==> config.mk <==
export PLATFORM = sky130hd
export DESIGN_NAME = fg_island_prog_seq
export DESIGN_NICKNAME = d
export VERILOG_FILES = /design/src/rtl/fg_prog_pkg.sv /design/src/rtl/fg_prog_timer.sv /design/src/rtl/fg_island_prog_seq.sv
export SDC_FILE = /design/constraint.sdc
export NUM_CORES = 1
export LEC_CHECK = 0
export ABC_AREA = 0
export BUFFER_PORTS_ARGS = -buffer_cell sky130_fd_sc_hd__buf_2
export CORE_MARGIN = 2
export CORE_UTILIZATION = 50
export CTS_BUF_LIST = sky130_fd_sc_hd__clkbuf_4
export CTS_CLUSTER_DIAMETER = 30
export DETAILED_ROUTE_END_ITERATION = 16
export PLACE_DENSITY = 0.73
export SYNTH_ARGS = -nofsm -noshare
export SYNTH_HDL_FRONTEND = slang
export SYNTH_SLANG_ARGS = --single-unit
==> constraint.sdc <==
create_clock -name clk -period 4.5 [get_ports clk]
set_input_delay 0.45 -clock clk [delete_from_list [all_inputs] [get_ports clk]]
set_output_delay 0.45 -clock clk [all_outputs]
set_load 0.02 [all_outputs]
==> src/rtl/fg_prog_pkg.sv <==
// Shared types and constants for the floating-gate island programming sequencer.
package fg_prog_pkg;

    localparam int unsigned PCNT_W = 8;

    typedef enum logic [2:0] {
        StIdle,
        StSetup,
        StPulse,
        StRecover,
        StRelease,
        StDone
    } state_e;

    typedef enum logic {
        MODE_INJECT = 1'b0,
        MODE_ERASE  = 1'b1
    } mode_e;

endpackage

==> src/rtl/fg_prog_timer.sv <==
// Loadable down-counter; zero is high in the last cycle of a loaded interval.
module fg_prog_timer #(
    parameter int unsigned WIDTH = 8
) (
    input  logic             clk,
    input  logic             rst_n,
    input  logic             load,
    input  logic [WIDTH-1:0] load_val,
    output logic             zero
);

    logic [WIDTH-1:0] count;

    always_ff @(posedge clk) begin
        if (!rst_n) begin
            count <= '0;
        end else if (load) begin
            count <= load_val;
        end else if (count != '0) begin
            count <= count - 1'b1;
        end
    end

    assign zero = (count == '0);

endmodule

==> src/rtl/fg_island_prog_seq.sv <==
// Program/erase pulse sequencer for one floating-gate crossbar island.
// Optional comparator readback early-exit is enabled by FG_PROG_READBACK_EN.
module fg_island_prog_seq
    import fg_prog_pkg::*;
#(
    parameter int unsigned ROWS       = 8,
    parameter int unsigned COLS       = 17,
    parameter int unsigned SETTLE_CYC = 4,
    parameter int unsigned PULSE_CYC  = 16,
    localparam int unsigned ROW_W     = (ROWS > 1) ? $clog2(ROWS) : 1,
    localparam int unsigned COL_W     = (COLS > 1) ? $clog2(COLS) : 1
) (
    input  logic              clk,
    input  logic              rst_n,
    input  logic              cmd_valid,
    output logic              cmd_ready,
    input  logic [ROW_W-1:0]  cmd_row,
    input  logic [COL_W-1:0]  cmd_col,
    input  logic [PCNT_W-1:0] cmd_pulses,
    input  logic              cmd_erase,
    input  logic              cmp_in,
    output logic [ROW_W-1:0]  dec_row,
    output logic [COL_W-1:0]  dec_col,
    output logic [ROWS-1:0]   drain_sel,
    output logic [COLS-1:0]   gate_sel,
    output logic              prog_en,
    output logic              vinj_pulse,
    output logic              vtun_pulse,
    output logic              busy,
    output logic              done,
    output logic              err,
    output logic [PCNT_W-1:0] pulses_used
);

    localparam int unsigned TMR_MAX = (SETTLE_CYC > PULSE_CYC) ? SETTLE_CYC : PULSE_CYC;
    localparam int unsigned TMR_W   = $clog2(TMR_MAX + 1);
    localparam logic [TMR_W-1:0] SETTLE_LD = TMR_W'(SETTLE_CYC - 1);
    localparam logic [TMR_W-1:0] PULSE_LD  = TMR_W'(PULSE_CYC - 1);

    state_e            state;
    mode_e             mode_q;
    logic [PCNT_W-1:0] n_q;
    logic              err_pend;

    logic              tmr_load;
    logic              tmr_zero;
    logic [TMR_W-1:0]  tmr_val;

    logic              cmd_illegal;
    logic              exhausted;
    logic              last_pulse;
    logic              rb_fail;
    logic [PCNT_W-1:0] pulses_inc;

    assign cmd_illegal = (32'(cmd_row) >= ROWS) || (32'(cmd_col) >= COLS) ||
                         (cmd_pulses == '0);
    assign exhausted   = (pulses_used == n_q);
    assign pulses_inc  = (pulses_used == '1) ? pulses_used : pulses_used + 1'b1;

`ifdef FG_PROG_READBACK_EN
    // Comparator is meaningful only in the last RECOVER cycle, where this is consumed.
    assign last_pulse = exhausted || cmp_in;
    assign rb_fail    = exhausted && !cmp_in;
`else
    logic unused_cmp_in;
    assign unused_cmp_in = cmp_in;
    assign last_pulse    = exhausted;
    assign rb_fail       = 1'b0;
`endif

    assign cmd_ready = (state == StIdle);
    assign busy      = (state != StIdle);

    // Timer is reloaded on every state entry with the length of the state being entered.
    always_comb begin
        tmr_load = 1'b0;
        tmr_val  = SETTLE_LD;
        unique case (state)
            StIdle:    tmr_load = cmd_valid;
            StSetup: begin
                tmr_load = tmr_zero;
                tmr_val  = PULSE_LD;
            end
            StPulse:   tmr_load = tmr_zero;
            StRecover: begin
                tmr_load = tmr_zero;
                if (!last_pulse) begin
                    tmr_val = PULSE_LD;
                end
            end
            default:   tmr_load = 1'b0;
        endcase
    end

    fg_prog_timer #(
        .WIDTH (TMR_W)
    ) u_timer (
        .clk      (clk),
        .rst_n    (rst_n),
        .load     (tmr_load),
        .load_val (tmr_val),
        .zero     (tmr_zero)
    );

    always_ff @(posedge clk) begin
        if (!rst_n) begin
            state       <= StIdle;
            mode_q      <= MODE_INJECT;
            n_q         <= '0;
            err_pend    <= 1'b0;
            dec_row     <= '0;
            dec_col     <= '0;
            drain_sel   <= '0;
            gate_sel    <= '0;
            prog_en     <= 1'b0;
            vinj_pulse  <= 1'b0;
            vtun_pulse  <= 1'b0;
            done        <= 1'b0;
            err         <= 1'b0;
            pulses_used <= '0;
        end else begin
            done <= 1'b0;
            err  <= 1'b0;
            unique case (state)
                StIdle: begin
                    if (cmd_valid) begin
                        mode_q      <= cmd_erase ? MODE_ERASE : MODE_INJECT;
                        n_q         <= cmd_pulses;
                        err_pend    <= 1'b0;
                        pulses_used <= '0;
                        if (cmd_illegal) begin
                            state <= StDone;
                            done  <= 1'b1;
                            err   <= 1'b1;
                        end else begin
                            state   <= StSetup;
                            prog_en <= 1'b1;
                            if (!cmd_erase) begin
                                dec_row   <= cmd_row;
                                dec_col   <= cmd_col;
                                drain_sel <= ROWS'(1) << cmd_row;
                                gate_sel  <= COLS'(1) << cmd_col;
                            end
                        end
                    end
                end
                StSetup: begin
                    if (tmr_zero) begin
                        state      <= StPulse;
                        vinj_pulse <= (mode_q == MODE_INJECT);
                        vtun_pulse <= (mode_q == MODE_ERASE);
                    end
                end
                StPulse: begin
                    if (tmr_zero) begin
                        state       <= StRecover;
                        vinj_pulse  <= 1'b0;
                        vtun_pulse  <= 1'b0;
                        pulses_used <= pulses_inc;
                    end
                end
                StRecover: begin
                    if (tmr_zero) begin
                        if (last_pulse) begin
                            state     <= StRelease;
                            err_pend  <= rb_fail;
                            dec_row   <= '0;
                            dec_col   <= '0;
                            drain_sel <= '0;
                            gate_sel  <= '0;
                        end else begin
                            state      <= StPulse;
                            vinj_pulse <= (mode_q == MODE_INJECT);
                            vtun_pulse <= (mode_q == MODE_ERASE);
                        end
                    end
                end
                StRelease: begin
                    if (tmr_zero) begin
                        state   <= StDone;
                        prog_en <= 1'b0;
                        done    <= 1'b1;
                        err     <= err_pend;
                    end
                end
                StDone: begin
                    state <= StIdle;
                end
                default: begin
                    state <= StIdle;
                end
            endcase
        end
    end

endmodule

==> results of run 1 <==
final timing paths:
kind	start	end	slack, ns	cells after the start
hold reg to reg	gate_sel[7]$_SDFFE_PN0P_	gate_sel[7]$_SDFFE_PN0P_	0.46	1
hold / removal	cmd_pulses[4]	n_q[4]$_SDFFE_PN0P_	0.31	3
setup reg to reg	u_timer.count[0]$_SDFFE_PN0P_	pulses_used[5]$_SDFFE_PN0P_	1.65	6
setup / recovery	u_timer.count[0]$_SDFFE_PN0P_	pulses_used[5]$_SDFFE_PN0P_	1.65	6
sequential cells by signal (all words and copies together) (netlist names):
| signal | cells |
|---|---|
| gate_sel | 17 |
| drain_sel | 8 |
| n_q | 8 |
| pulses_used | 8 |
| dec_col | 5 |
| u_timer.count | 5 |
| dec_row | 3 |
| state | 3 |
| done | 1 |
| err | 1 |
| mode_q | 1 |
| prog_en | 1 |
| vinj_pulse | 1 |
| vtun_pulse | 1 |
placed cells by master, fill, tap and decap left out, types with 3 or more instances in the layout:
| cell | Yosys | final |
|---|---|---|
| nand4_1 | 3 | 3 |
| a2111o_1 | 4 | 4 |
| dfxtp_1 | 63 | 63 |
| ha_1 | 3 | 3 |
| nand2_1 | 34 | 34 |
| o2bb2ai_1 | 16 | 16 |
| or2_2 | 3 | 3 |
| xor2_1 | 10 | 10 |
| clkbuf_4 | 0 | 10 |
| nand4b_1 | 3 | 3 |
| a32o_1 | 4 | 4 |
| o21ai_0 | 5 | 5 |
| nor4_2 | 4 | 4 |
| nand3_1 | 8 | 8 |
| o21a_1 | 4 | 4 |
| o2111ai_1 | 4 | 4 |
| nor2b_1 | 4 | 4 |
| buf_2 | 2 | 67 |
| nor3_1 | 4 | 4 |
| and3_1 | 4 | 4 |
| clkinv_2 | 0 | 3 |
| a22o_1 | 13 | 13 |
| inv_1 | 6 | 6 |
| nand2b_1 | 4 | 4 |
| a21oi_1 | 17 | 17 |
| nor2_1 | 9 | 9 |
cell type report:
| type | instances | area [sq um] |
|---|---|---|
| fillers | 470 | 1960 |
| flip-flops and latches | 63 | 1260 |
| multi-input cells | 192 | 1360 |
| inverters | 6 | 22.5 |
| clock inverters | 6 | 61.3 |
| clock buffers | 10 | 75.1 |
| well taps | 70 | 87.6 |
| repair buffers | 68 | 343 |
report_power, final:
group	internal [mW]	leakage [nW]	switching [mW]
registers	0.619	0.511	0.0687
clock network	0.174	0.0761	0.199
logic	0.181	0.805	0.285
total	0.973	1.39	0.552
through the flow:
stage,power [mW],setup slack (ns),std cells,hold WS [ns]
after floorplan,1.06,2.48,278,0.448
after global placement,1.16,1.75,399,0.439
after detailed placement,1.17,1.70,399,0.441
after CTS,1.54,1.67,415,0.279
after global routing,1.63,1.32,415,0.288
final,1.53,1.65,415,0.309
metal layers:
metal / share of wire [%] / global-route usage, %
met4: 0.98 / 6.79
met5: 0 / 0
met3: 6.2 / 6.05
met1: 47 / 28.0
met2: 46 / 30.6
worst register-to-register path: stages (launching register included):
cell      delay [ns]
dfxtp_1         0.34
inv_1           0.08
ha_1            0.15
nor4b_2         0.90
o211ai_1        0.66
a211oi_1        0.45
mux2i_1         0.21
logic make-up (layout without fill, tap and decap cells):
kind of cell    Yosys count  count (layout)
flops                    63              63
xor+xnor                 12              12
mux                       3               3
buf+inv                  23              90
simple gates             89              89
fa+ha+maj                 3               3
compound gates           85              85
==> results.tsv, run 1 <==
stage	metric	value	unit
setup_path	Buffers & Inverters on Critical Path	1	
job	Max Cap Viol	0	
timing	worst slew pin tran	1.13	ns
yosys	Post-synth EDFFs	0	
setup_path	CP Class	reg2reg	
global_routing	All-Layer GR Usage	20.4	%
drt	vias per inst	5.60	
timing	final worst-path cycle share	63.2	%
clock_tree	CTS Root Cell	clkbuf_4	
timing	clock skew	0.0115	ns
clock_tree	setup bufs post-CTS	0	
drt	routed wire length per instance	14.1	microns
finish	nets	364	
global_routing	global-route wire length before repair	9840	microns
drt	DR iter-0 viols	74	
floorplan	starting density of the core	52.4	%
floorplan	Die ar.	0.00603	sq mm
yosys	Synth Area in Compound Gates	25.4	%
setup_path	critical path's largest stage delay	0.90	ns
setup_path	Req. time, crit path	4.83	ns
pwr	Peak VDD IR	303	uV
setup_path	worst-path fanout max	14	
placed_design	Post-DP HPWL	4160	microns
placed_design	Post-DP Area	0.00307	sq mm
yosys	#FFs+latches synth	63	
yosys	register area share after synthesis	46.5	%
yosys	main combinational cell family by area after synthesis	compound AO/OA/AOI/OAI gates	
clock_tree	clock sink count	63	
setup_path	critical path's top delay family	compound AO/OA/AOI/OAI gates	
floorplan	die height	77.7	microns
pwr	P per Cell Area	475	mW/mm^2
timing	max-slew violations	0	
clock_tree	post_cts resized	0	
finish	Final Util	62.0	%
yosys	simple-gate share of the synthesized area	17.9	%
yosys	top-count cell post-synth	dfxtp_1	
yosys	Syn Inst Count	278	
yosys	Yosys cell types	51	
timing	max_slew headroom	24.1	%
yosys	Ys Warns	0	
drt	DRC errors left	0	
floorplan	cell row count	26	
timing	RSZ-0062 raised after global routing	no	
setup_path	Cell Chain, Critical Path	inv_1 > ha_1 > nor4b_2 > o211ai_1 > a211oi_1 > mux2i_1	
timing	setup TNS	0	ns
pwr	leakage	1.39	nW
timing	endpoints failing setup	0	
global_routing	initial antenna violation count	0	
yosys	XOR/XNOR Fraction of Synth Area	3.87	%
finish	Design Area, Final	0.00321	sq mm
placed_design	placer congestion estimate	0.740	
yosys	most instantiated cells after synthesis	63 x dfxtp_1, 34 x nand2_1, 17 x a21oi_1, 16 x o2bb2ai_1, 13 x a22o_1	
placed_design	IO Port Bufs	67	
clock_tree	Worst-path clk slew	0.10	ns
setup_path	Worst EP arrival	3.18	ns
clock_tree	cts bufs inserted	9	
floorplan	core area	0.00517	sq mm
drt	Pre-antenna DRT Iters	5	
clock_tree	Worst-Skew Late Latency	0.40	ns
setup_path	Critical Path Slowest Stage Cell	nor4b_2	
drt	Final ANT Viol Nets	0	
setup_path	critical path launch point type	flip-flop	
yosys	post-synthesis cell area	0.00271	sq mm
drt	total wire length	5850	microns
yosys	syn avg cell area	9.76	sq um
yosys	share of the synthesized area in the top cell type	46.5	%
run_status	outcome	finished clean	
finish	layout cells sized above 1	27.8	%
timing	Hold Violations, Final	0	
yosys	leading post-synthesis cells by cell area	dfxtp_1 46%, o2bb2ai_1 5.2%, nand2_1 4.7%	
yosys	adder-cell share of the synthesized area	1.38	%
timing	Final Critical Period	2.85	ns
clock_tree	CTS tree	yes	
floorplan	die width	77.7	microns
clock_tree	CTS Buffer Depth	2	
global_routing	largest net degree at the start of global routing	34	
yosys	prevailing post-synth register cell	dfxtp_1	
yosys	Post-synth ARST share	0	%
drt	DR vias	2326	
worst_hold_path	Hold Crit Class	in2reg	
global_routing	vias in the first global route	2067	
yosys	area leader, netlist	dfxtp_1	
clock_tree	CTS Hold Bufs	0	
setup_path	Worst setup EP type	flip-flop	
finish	P&R area growth vs syn	18.3	%
finish	Inserted Diodes	0	
yosys	Synth Net Count	302	
floorplan	# IOs	69	
yosys	mux share of post-synthesis cell area	1.15	%
timing	highest clock rate	0.351	GHz
global_routing	GRT overflow	0	
clock_tree	CTS HTree Levels	3	
Power figures use the tool's default switching activity.
==> run 2: changes to the inputs <==
Settings changed: CORE_UTILIZATION 50 to 49, PLACE_DENSITY 0.73 to 0.75.
Clock period 4.5 ns to 2.6 ns, I/O delays scaled along.
==> results.tsv, run 2 (synthesized netlist as in run 1, its figures left out) <==
stage	metric	value	unit
run_status	outcome	finished clean	
setup_path	CP Class	reg2reg	
clock_tree	CTS Hold Bufs	0	
floorplan	cell row count	27	
placed_design	Post-DP HPWL	4240	microns
clock_tree	CTS HTree Levels	3	
timing	max_slew headroom	37.1	%
finish	most frequent cells in the layout	67 x buf_2, 63 x dfxtp_1, 34 x nand2_1	
setup_path	critical path's largest stage delay	0.76	ns
finish	P&R area growth vs syn	22.7	%
clock_tree	CTS Buffer Depth	2	
timing	endpoints failing setup	0	
floorplan	Die ar.	0.00615	sq mm
timing	Final Critical Period	2.05	ns
setup_path	Req. time, crit path	2.90	ns
drt	DRC errors left	0	
pwr	P per Cell Area	883	mW/mm^2
job	Max Cap Viol	0	
placed_design	placer congestion estimate	0.784	
global_routing	GRT overflow	0	
setup_path	Cell Chain, Critical Path	ha_1 > nand3_1 > o211ai_1 > a211oi_1 > mux2i_1	
timing	setup TNS	0	ns
worst_hold_path	Hold Crit Class	in2reg	
timing	worst slew pin tran	0.939	ns
setup_path	critical path's top delay family	compound AO/OA/AOI/OAI gates	
clock_tree	cts bufs inserted	9	
setup_path	critical path launch point type	flip-flop	
timing	Setup WS post-layout	0.549	ns
finish	max FFs per register	17	
timing	final worst-path cycle share	78.9	%
finish	layout cells sized above 1	29.7	%
finish	Finished Layout Cells	426	
timing	highest clock rate	0.488	GHz
placed_design	IO Port Bufs	67	
drt	total wire length	5920	microns
global_routing	initial antenna violation count	0	
drt	routed wire length per instance	13.9	microns
drt	vias per inst	5.62	
timing	RSZ-0062 raised after global routing	no	
clock_tree	Worst-Skew Late Latency	0.42	ns
clock_tree	setup bufs post-CTS	0	
clock_tree	CTS tree	yes	
setup_path	Critical Path Slowest Stage Cell	o211ai_1	
clock_tree	CTS Root Cell	clkbuf_4	
floorplan	core area	0.00544	sq mm
timing	Hold Slack	0.0803	ns
placed_design	dpl cells	410	
timing	Hold Violations, Final	0	
finish	Inserted Diodes	0	
finish	commonest non-fill, non-tap cell in the layout	buf_2	
global_routing	vias in the first global route	2070	
floorplan	die height	78.4	microns
setup_path	Worst EP arrival	2.35	ns
setup_path	Worst setup EP type	flip-flop	
drt	Pre-antenna DRT Iters	4	
finish	nets	373	
placed_design	dpl ws	0.545	ns
drt	DR vias	2394	
global_routing	largest net degree at the start of global routing	34	
setup_path	Buffers & Inverters on Critical Path	0	
finish	Most flops, register	gate_sel	
global_routing	global-route wire length before repair	9840	microns
timing	clock skew	0.0154	ns
pwr	Peak VDD IR	491	uV
floorplan	# IOs	69	
finish	filler cell count in the final layout	469	
floorplan	die width	78.4	microns
clock_tree	clock sink count	63	
global_routing	All-Layer GR Usage	20.4	%
clock_tree	post_cts resized	0	
setup_path	worst-path fanout max	14	
drt	Final ANT Viol Nets	0	
setup_path	setup slack, reg-to-reg	0.55	ns
timing	max-slew violations	0	
drt	DR iter-0 viols	97	
pwr	leakage	1.45	nW
clock_tree	Worst-path clk slew	0.12	ns
floorplan	starting density of the core	49.9	%
run 2: cell type report:
class	instances	area [sq um]	share of cell area (%)
multi-input combinational	192	1360	40.8
sequential	63	1260	37.9
timing repair buffer	77	410	12.3
clock inverter	7	119	3.57
tap	72	90.1	2.71
clock buffer	9	67.6	2.03
inverter	6	22.5	0.676
run 2: through the flow:
stage | power, mW | instance area [sq um] | util (%)
after floorplan | 1.83 | 2710 | -
after global placement | 2.08 | 3140 | 57.8
after detailed placement | 2.10 | 3140 | 57.8
after CTS | 2.96 | 3330 | 61.2
after global routing | 3.14 | 3330 | 61.2
final | 2.94 | 3330 | 61.2
run 2: worst reg2reg max path: cells and delay by family (launching register included):
family                   cells  cell delay (ns)
AO/OA/AOI/OAI                2             0.97
multiplexers                 1             0.16
flip-flops                   1             0.46
adder cells (fa/ha/maj)      1             0.26
AND/OR/NAND/NOR              1             0.09
run 2: routing by layer:
metal  routed length (microns)  share of wire (%)  global-route usage (%)
met1                      2840                 48                    28.9
met2                      2620                 44                    28.5
met3                       321                5.4                    4.83
met4                       127                2.1                    10.7
met5                         0                  0                       0
run 2: final timing paths:
check	cells after the start	from	to
setup / recovery	5	pulses_used[0]$_SDFFE_PN0P_	pulses_used[7]$_SDFFE_PN0P_
hold / removal	3	cmd_pulses[6]	n_q[6]$_SDFFE_PN0P_
setup reg to reg	5	pulses_used[0]$_SDFFE_PN0P_	pulses_used[7]$_SDFFE_PN0P_
hold reg to reg	2	vtun_pulse$_SDFFE_PN0P_	vtun_pulse$_SDFFE_PN0P_
run 2: where the power goes:
| group | internal (mW) | switching, mW | leakage, nW |
|---|---|---|---|
| clock | 0.488 | 0.379 | 0.0925 |
| combinational | 0.381 | 0.547 | 0.850 |
| sequential | 1.07 | 0.0750 | 0.511 |
| total | 1.94 | 1.00 | 1.45 |
